### config.mk
export PLATFORM = sky130hd
export DESIGN_NAME = mul8_seq_ctrl
export DESIGN_NICKNAME = d
export VERILOG_FILES = /design/src/rtl/mul8_seq_ctrl.sv
export SDC_FILE = /design/constraint.sdc
export NUM_CORES = 1
export LEC_CHECK = 0
export CORE_AREA = 2 2 84 86
export CTS_BUF_LIST = sky130_fd_sc_hd__clkbuf_8
export DETAILED_ROUTE_END_ITERATION = 10
export DIE_AREA = 0 0 86 88
export GPL_ROUTABILITY_DRIVEN = 0
export PLACE_DENSITY = 0.87
export SYNTH_ARGS = -nofsm -noshare
export SYNTH_HDL_FRONTEND = slang
export SYNTH_SLANG_ARGS = --single-unit
export TNS_END_PERCENT = 30
### constraint.sdc
create_clock -name clk -period 2.88 [get_ports clk]
set_input_delay 0.432 -clock clk [delete_from_list [all_inputs] [get_ports clk]]
set_output_delay 0.432 -clock clk [all_outputs]
set_load 0.01 [all_outputs]
### src/rtl/mul8_seq_ctrl.sv
// Sequencer producing an unsigned 8x8 product by running one external 4x4 multiplier over up to four steps.
// Optional build macro MUL8_SEQ_ZERO_SKIP_EN: skip steps whose nibble pair contains a zero.
module mul8_seq_ctrl (
  input  logic        clk,
  input  logic        rst,
  input  logic        in_valid,
  output logic        in_ready,
  input  logic [7:0]  in_a,
  input  logic [7:0]  in_b,
  output logic [3:0]  mul_a,
  output logic [3:0]  mul_b,
  input  logic [7:0]  mul_p,
  output logic        mul_active,
  output logic        out_valid,
  input  logic        out_ready,
  output logic [15:0] out_product,
  output logic        busy
);

  // Handshakes: a transfer happens on a rising edge where valid and ready are both high;
  // out_valid and out_product are held stable until that transfer completes.
  typedef enum logic [1:0] {IDLE, RUN, DONE} state_t;

  state_t      state, state_nx;
  logic [7:0]  a_q, b_q;
  logic [1:0]  step, step_nx, first_step;
  logic [15:0] acc, partial, sum;
  logic        last, active;
  logic [3:0]  a_sel, b_sel;

  // Step bit 0 picks the high nibble of A, step bit 1 the high nibble of B.
  assign a_sel = step[0] ? a_q[7:4] : a_q[3:0];
  assign b_sel = step[1] ? b_q[7:4] : b_q[3:0];

`ifdef MUL8_SEQ_ZERO_SKIP_EN
  logic [3:0] mask, in_mask;

  always_comb begin
    in_mask[0] = (|in_a[3:0]) & (|in_b[3:0]);
    in_mask[1] = (|in_a[7:4]) & (|in_b[3:0]);
    in_mask[2] = (|in_a[3:0]) & (|in_b[7:4]);
    in_mask[3] = (|in_a[7:4]) & (|in_b[7:4]);
  end

  // Lowest set bit wins because the loop walks downward.
  always_comb begin
    first_step = 2'd0;
    step_nx    = step;
    last       = 1'b1;
    for (int i = 3; i >= 0; i--) begin
      if (in_mask[i]) first_step = 2'(i);
      if (mask[i] && (i > int'(step))) begin
        step_nx = 2'(i);
        last    = 1'b0;
      end
    end
  end

  // An all-zero mask still spends one idle RUN cycle so the result lands at E1.
  assign active = (state == RUN) && mask[step];

  always_ff @(posedge clk or posedge rst) begin
    if (rst)                             mask <= 4'd0;
    else if (state == IDLE && in_valid)  mask <= in_mask;
  end
`else
  assign first_step = 2'd0;
  assign step_nx    = step + 2'd1;
  assign last       = (step == 2'd3);
  assign active     = (state == RUN);
`endif

  always_comb begin
    partial = 16'd0;
    case (step)
      2'd0:    partial = {8'd0, mul_p};
      2'd1,
      2'd2:    partial = {4'd0, mul_p, 4'd0};
      default: partial = {mul_p, 8'd0};
    endcase
    sum = acc + (active ? partial : 16'd0);
  end

  always_comb begin
    state_nx = state;
    case (state)
      IDLE:    if (in_valid)  state_nx = RUN;
      RUN:     if (last)      state_nx = DONE;
      DONE:    if (out_ready) state_nx = IDLE;
      default:                state_nx = IDLE;
    endcase
  end

  always_ff @(posedge clk or posedge rst) begin
    if (rst) state <= IDLE;
    else     state <= state_nx;
  end

  always_ff @(posedge clk or posedge rst) begin
    if (rst) begin
      a_q         <= 8'd0;
      b_q         <= 8'd0;
      acc         <= 16'd0;
      step        <= 2'd0;
      out_product <= 16'd0;
      out_valid   <= 1'b0;
    end else begin
      case (state)
        IDLE: if (in_valid) begin
          a_q  <= in_a;
          b_q  <= in_b;
          acc  <= 16'd0;
          step <= first_step;
        end
        RUN: begin
          acc  <= sum;
          step <= last ? 2'd0 : step_nx;
          if (last) begin
            out_product <= sum;
            out_valid   <= 1'b1;
          end
        end
        DONE: if (out_ready) out_valid <= 1'b0;
        default: ;
      endcase
    end
  end

  assign in_ready   = (state == IDLE);
  assign busy       = (state != IDLE);
  assign mul_active = active;
  assign mul_a      = active ? a_sel : 4'd0;
  assign mul_b      = active ? b_sel : 4'd0;

endmodule
---- After elaboration in Yosys (flattened, before gate mapping) ----
Index checks and enable logic that the tools add are counted.
word-level totals
  register bits ........................... 53
  word-level logic and storage cells ...... 46
cells by class
  $add $sub $neg .......................... 2
  equality and inequality tests ........... 8
  mux-type cells .......................... 18
  reduce and logical (&&, ||, !) cells .... 11
operator list
  cell                   number
  $pmux W16 S2           2
  $mux W16               2
  $add A16 B16 Y16       1
  $mux W4                4
  $mux W2                5
  $eq A2 B2 Y1 const B   3
  $ne A2 B2 Y1 const B   3
  $pmux W2 S3            1
  $reduce_and A2 Y1      3
  $reduce_and A3 Y1      2
  $reduce_bool A2 Y1     3
  $eq A2 B1 Y1 const B   2
  $logic_not A2 Y1       2
  $pmux W2 S2            1
  $add A2 B1 Y2 const B  1
  $mux W1                2
  $pmux W1 S2            1
  $reduce_or A2 Y1       1

---- Longest topological paths before layout ----
  depth in word-level cells ............... 6
  mapped depth ............................ 15

---- Least setup slack after synthesis ----
Ideal clock, no wire load.
  kind .................................... reg-to-reg
  start point ............................. reg step[0]
  end point ............................... reg acc[10]
  library setup time ...................... 126 ps
  data arrival time ....................... 2700 ps
  slack ................................... 54 ps
  stages on the path, launching flop included .. 13
  buffers on the path ..................... 2
  path through ............................ dfrtp_1 > clkbuf_1 > inv_1 > ha_1 > clkbuf_1 > a22oi_1 > nor2_1 > ha_1 > a21oi_1 > o2111ai_2 > a41oi_1 > xor2_1 > o21ai_0
on the way
  cells in the longest elaborated chain, start to end .. 6
  elaborated cells between the ends (all ways) .. 8
RTL lines
  item                                          RTL line  RTL
  from (decl)                                   26        logic [1:0] step, step_nx, first_step;
  from (signal assigned)                        113       step <= first_step;
  from (signal assigned)                        117       step <= last ? 2'd0 : step_nx;
  $eq A2 B1 Y1 or $eq A2 B2 Y1 (tied branches)  75        case (step)
  $reduce_or A2 Y1                              75
  $pmux W16 S2 *                                75
  $mux W16 *                                    81        sum = acc + (active ? partial : 16'd0);
  $add A16 B16 Y16 *                            81
  $pmux W16 S2 *                                108       case (state)
  to (signal assigned)                          116       acc <= sum;
  to (decl)                                     27        logic [15:0] acc, partial, sum;
Mark *: on every way between the ends. The rest lies on a longest branch, timed or not.
A chain may end at the register's enable or synchronous reset.

---- Worst setup path after layout ----
Ends and elaborated chain as after synthesis.

==> flow_metrics.tcl <==
set metrics [dict create \
    synth_top_cell_by_area "dfrtp_1" \
    worst_pin_slew_ns 0.672 \
    maxCapViolCount 0 \
    p_clk_share_pct 10.7 \
    cts_sinks 53 \
    nNetsFinal 450 \
    synth_cell_types 54 \
    clkTransAtPathRegs_ns 0.09 \
    fin_crit_ns 2.74 \
    drt_iter0_drc 318 \
    start_util_pct 49.2 \
    p_seq_share_pct 27.7 \
    hold_class "reg -> reg" \
    syn-cell-area_um2 3270 \
    firstDrtPassIters 5 \
    via_per_inst 6.02 \
    fin_crit_sh_pct 95.0 \
    pwr_density_cell_nw_per_um2 1150 \
    design.die.area_um2 7570 \
    synth_area_leaders "dfrtp_1 (41%), ha_1 (6.5%), mux2_2 (5.5%)" \
    critical_path_class "reg -> reg" \
    internal_power_mw 2.64 \
    synth_ff_type "dfrtp_1" \
    antenna_cells 0 \
    worstSetupEndpointType "flip-flop" \
    synth_most_common_cell "dfrtp_1" \
    switching_power_mw 2.02 \
    dr_total_vias 2915 \
    finalWirelength_um 7780 \
    crit_fanout 9 \
    fin_ws_ns 0.143 \
    antenna_left 0 \
    core_um2 6640 \
    numPortBuffers 55 \
    worst_ep_required_time_ns 3.06 \
    postSynthCellCount 351 \
    fmax_ghz 0.365 \
    p_leak_nw 1.82 \
    overflow 0 \
    critPathLaunchType "flip-flop" \
    timing.rr.start "step[0]" \
    yosys-top-cells-count "dfrtp_1 (53), nand2_1 (47), o21ai_0 (25), nor2_1 (24), a21oi_1 (19)" \
    yosys_warnings 0 \
    antenna_found_initial 0 \
    cts_hold_buf 0 \
    hold_viol 0 \
    preCtsSetupSlack_ns -0.0176 \
    cp-startpoint "step[0]" \
    setup_violations 0 \
    fin_skew_ns 0.00912 \
    synth.top_cell.area_share_pct 40.5 \
    ctsHtreeMaxLevel 2 \
    grt_max_degree 44 \
    worstPathArrival_ns 2.92 \
    drive_above_1_share_pct 13.9 \
    clk_latency_ns 0.31 \
    cts_buffers 5 \
    wl_per_cell_um 16.1 \
    fillCellCount 546 \
    num_io_pins 56 \
    async_flop_share_pct 100 \
    rsz0062_at_grt "no" \
    postSynthAreaPerCell_um2 9.32 \
    fp.dieW_um 86 \
    area_delta_synth_final_pct 23.7 \
    root_buffer "clkbuf_8" \
    relSlewSlack_pct 55.1 \
    status "complete, no violations" \
    grt_pass1_wl_um 13200 \
    tritoncts "built" \
    final-max-slew-violation-count 0 \
    num_rows 30 \
    grt_pass1_vias 2795 \
    ir_drop_uv 877 \
    final_core_util_pct 60.9 \
    yosys_register_bits 53 \
    synth_nets 397 \
    min-delay-start "out_product[11]" \
    synth_edf_count 0 \
    drc 0 \
    track_usage_pct 22.0 \
    clk_path_buf_depth 2 \
    pwr-share-comb_pct 61.6 \
    dp_hpwl_um 5780 \
    synth_seq_area_share_pct 40.5 \
    switching_share_pct 43.3 \
    die-height_um 88 \
]
-- routing by layer --
layer  wire length [µm]  vias up  global-route usage (%)
li1                   -     1367                       -
met1               3100     1376                    28.1
met2               3900      144                    37.1
met3                535       28                    5.00
met4                248        0                    7.36
met5                  0        -                       0
-- sequential cells by signal, summed over array words and instances (netlist names) --
| name | flops |
|---|---|
| acc | 16 |
| step | 2 |
| b_q | 8 |
| state | 2 |
| out_product | 16 |
| a_q | 8 |
| out_valid | 1 |
-- per-stage QoR --
stage / setup TNS [ns] / power [mW] / hold WS (ns) / area (µm²) / instances
global placement: 0 / 3.93 / 0.464 / 3870 / 475
detailed placement: -0.0176 / 4.03 / 0.472 / 3870 / 475
global route: 0 / 5.04 / 0.517 / 4050 / 484
CTS: 0 / 4.56 / 0.493 / 3980 / 482
finish: 0 / 4.67 / 0.487 / 4050 / 484
floorplan: 0 / 3.17 / 0.474 / 3270 / 351
-- worst max-delay path, stage by stage (launching register included) --
cell	delay, ns
dfrtp_1	0.41
inv_1	0.07
ha_2	0.32
a22oi_1	0.20
nor2_1	0.07
ha_1	0.37
a21oi_1	0.34
o2111ai_2	0.22
a41oi_1	0.30
xor2_1	0.20
o21ai_0	0.10
-- cell type report --
class	instances	area (µm²)	share of cell area, %
well taps	80	100	2.47
repair buffers	68	668	16.5
flip-flops and latches	53	1330	32.8
clock inverters	2	38.8	0.958
clock buffers	5	68.8	1.70
inverters	12	45.0	1.11
multi-input cells	264	1800	44.5
-- path summary, 6_finish.rpt --
check	endpoint	slack (ns)	cells past startpoint
setup / recovery	acc[10]	0.14	10
hold / removal	out_product[11]	0.49	2
setup reg to reg	acc[10]	0.14	10
hold reg to reg	out_product[11]	0.49	2
max in group asynchronous	out_product[12]	1.83	3
min in group asynchronous	acc[1]	0.50	2
-- power by group through the flow --
stage / Clock [mW] / Sequential, mW / Combinational (mW)
after global placement: 0 / 1.28 / 2.65
final: 0.501 / 1.29 / 2.87
after global routing: 0.548 / 1.33 / 3.16
after floorplan: 0 / 1.29 / 1.88
after detailed placement: 0 / 1.30 / 2.73
after CTS: 0.512 / 1.28 / 2.77
-- what timing repair did --
item                                   in CTS  in global routing
gates cloned                                0                  0
endpoints found under the hold margin       0                  0
pin swaps                                   0                  1
setup endpoints to repair                   3                 14
resized for setup                           1                 13
buffers inserted                            0                  2
-- cells in the final DEF, fill, tap and decap left out, types with 3 or more instances in the layout --
master and count:
inv_1 10, nor3_1 7, xor2_1 6, o211ai_1 4, a31oi_1 3, mux2i_1 8
o21ai_0 24, a22oi_1 4, nor2_1 23, and3_1 12, clkdlybuf4s50_1 55, clkbuf_8 5
a21oi_1 17, ha_1 12, mux2_2 16, nand3_1 18, o31ai_1 7, nand2_1 47
a21o_1 4, ha_2 4, buf_4 11, nand4_1 6, dfrtp_1 53
-- kinds of logic after synthesis --
| logic type | Yosys count | synth area share, % |
|---|---|---|
| compound gates | 85 | 17.3 |
| xor+xnor | 9 | 2.64 |
| fa+ha+maj | 18 | 7.11 |
| buf+inv | 34 | 5.89 |
| flops | 53 | 40.5 |
| mux | 24 | 7.95 |
| simple gates | 128 | 18.6 |
Power figures use the tool's default switching activity.
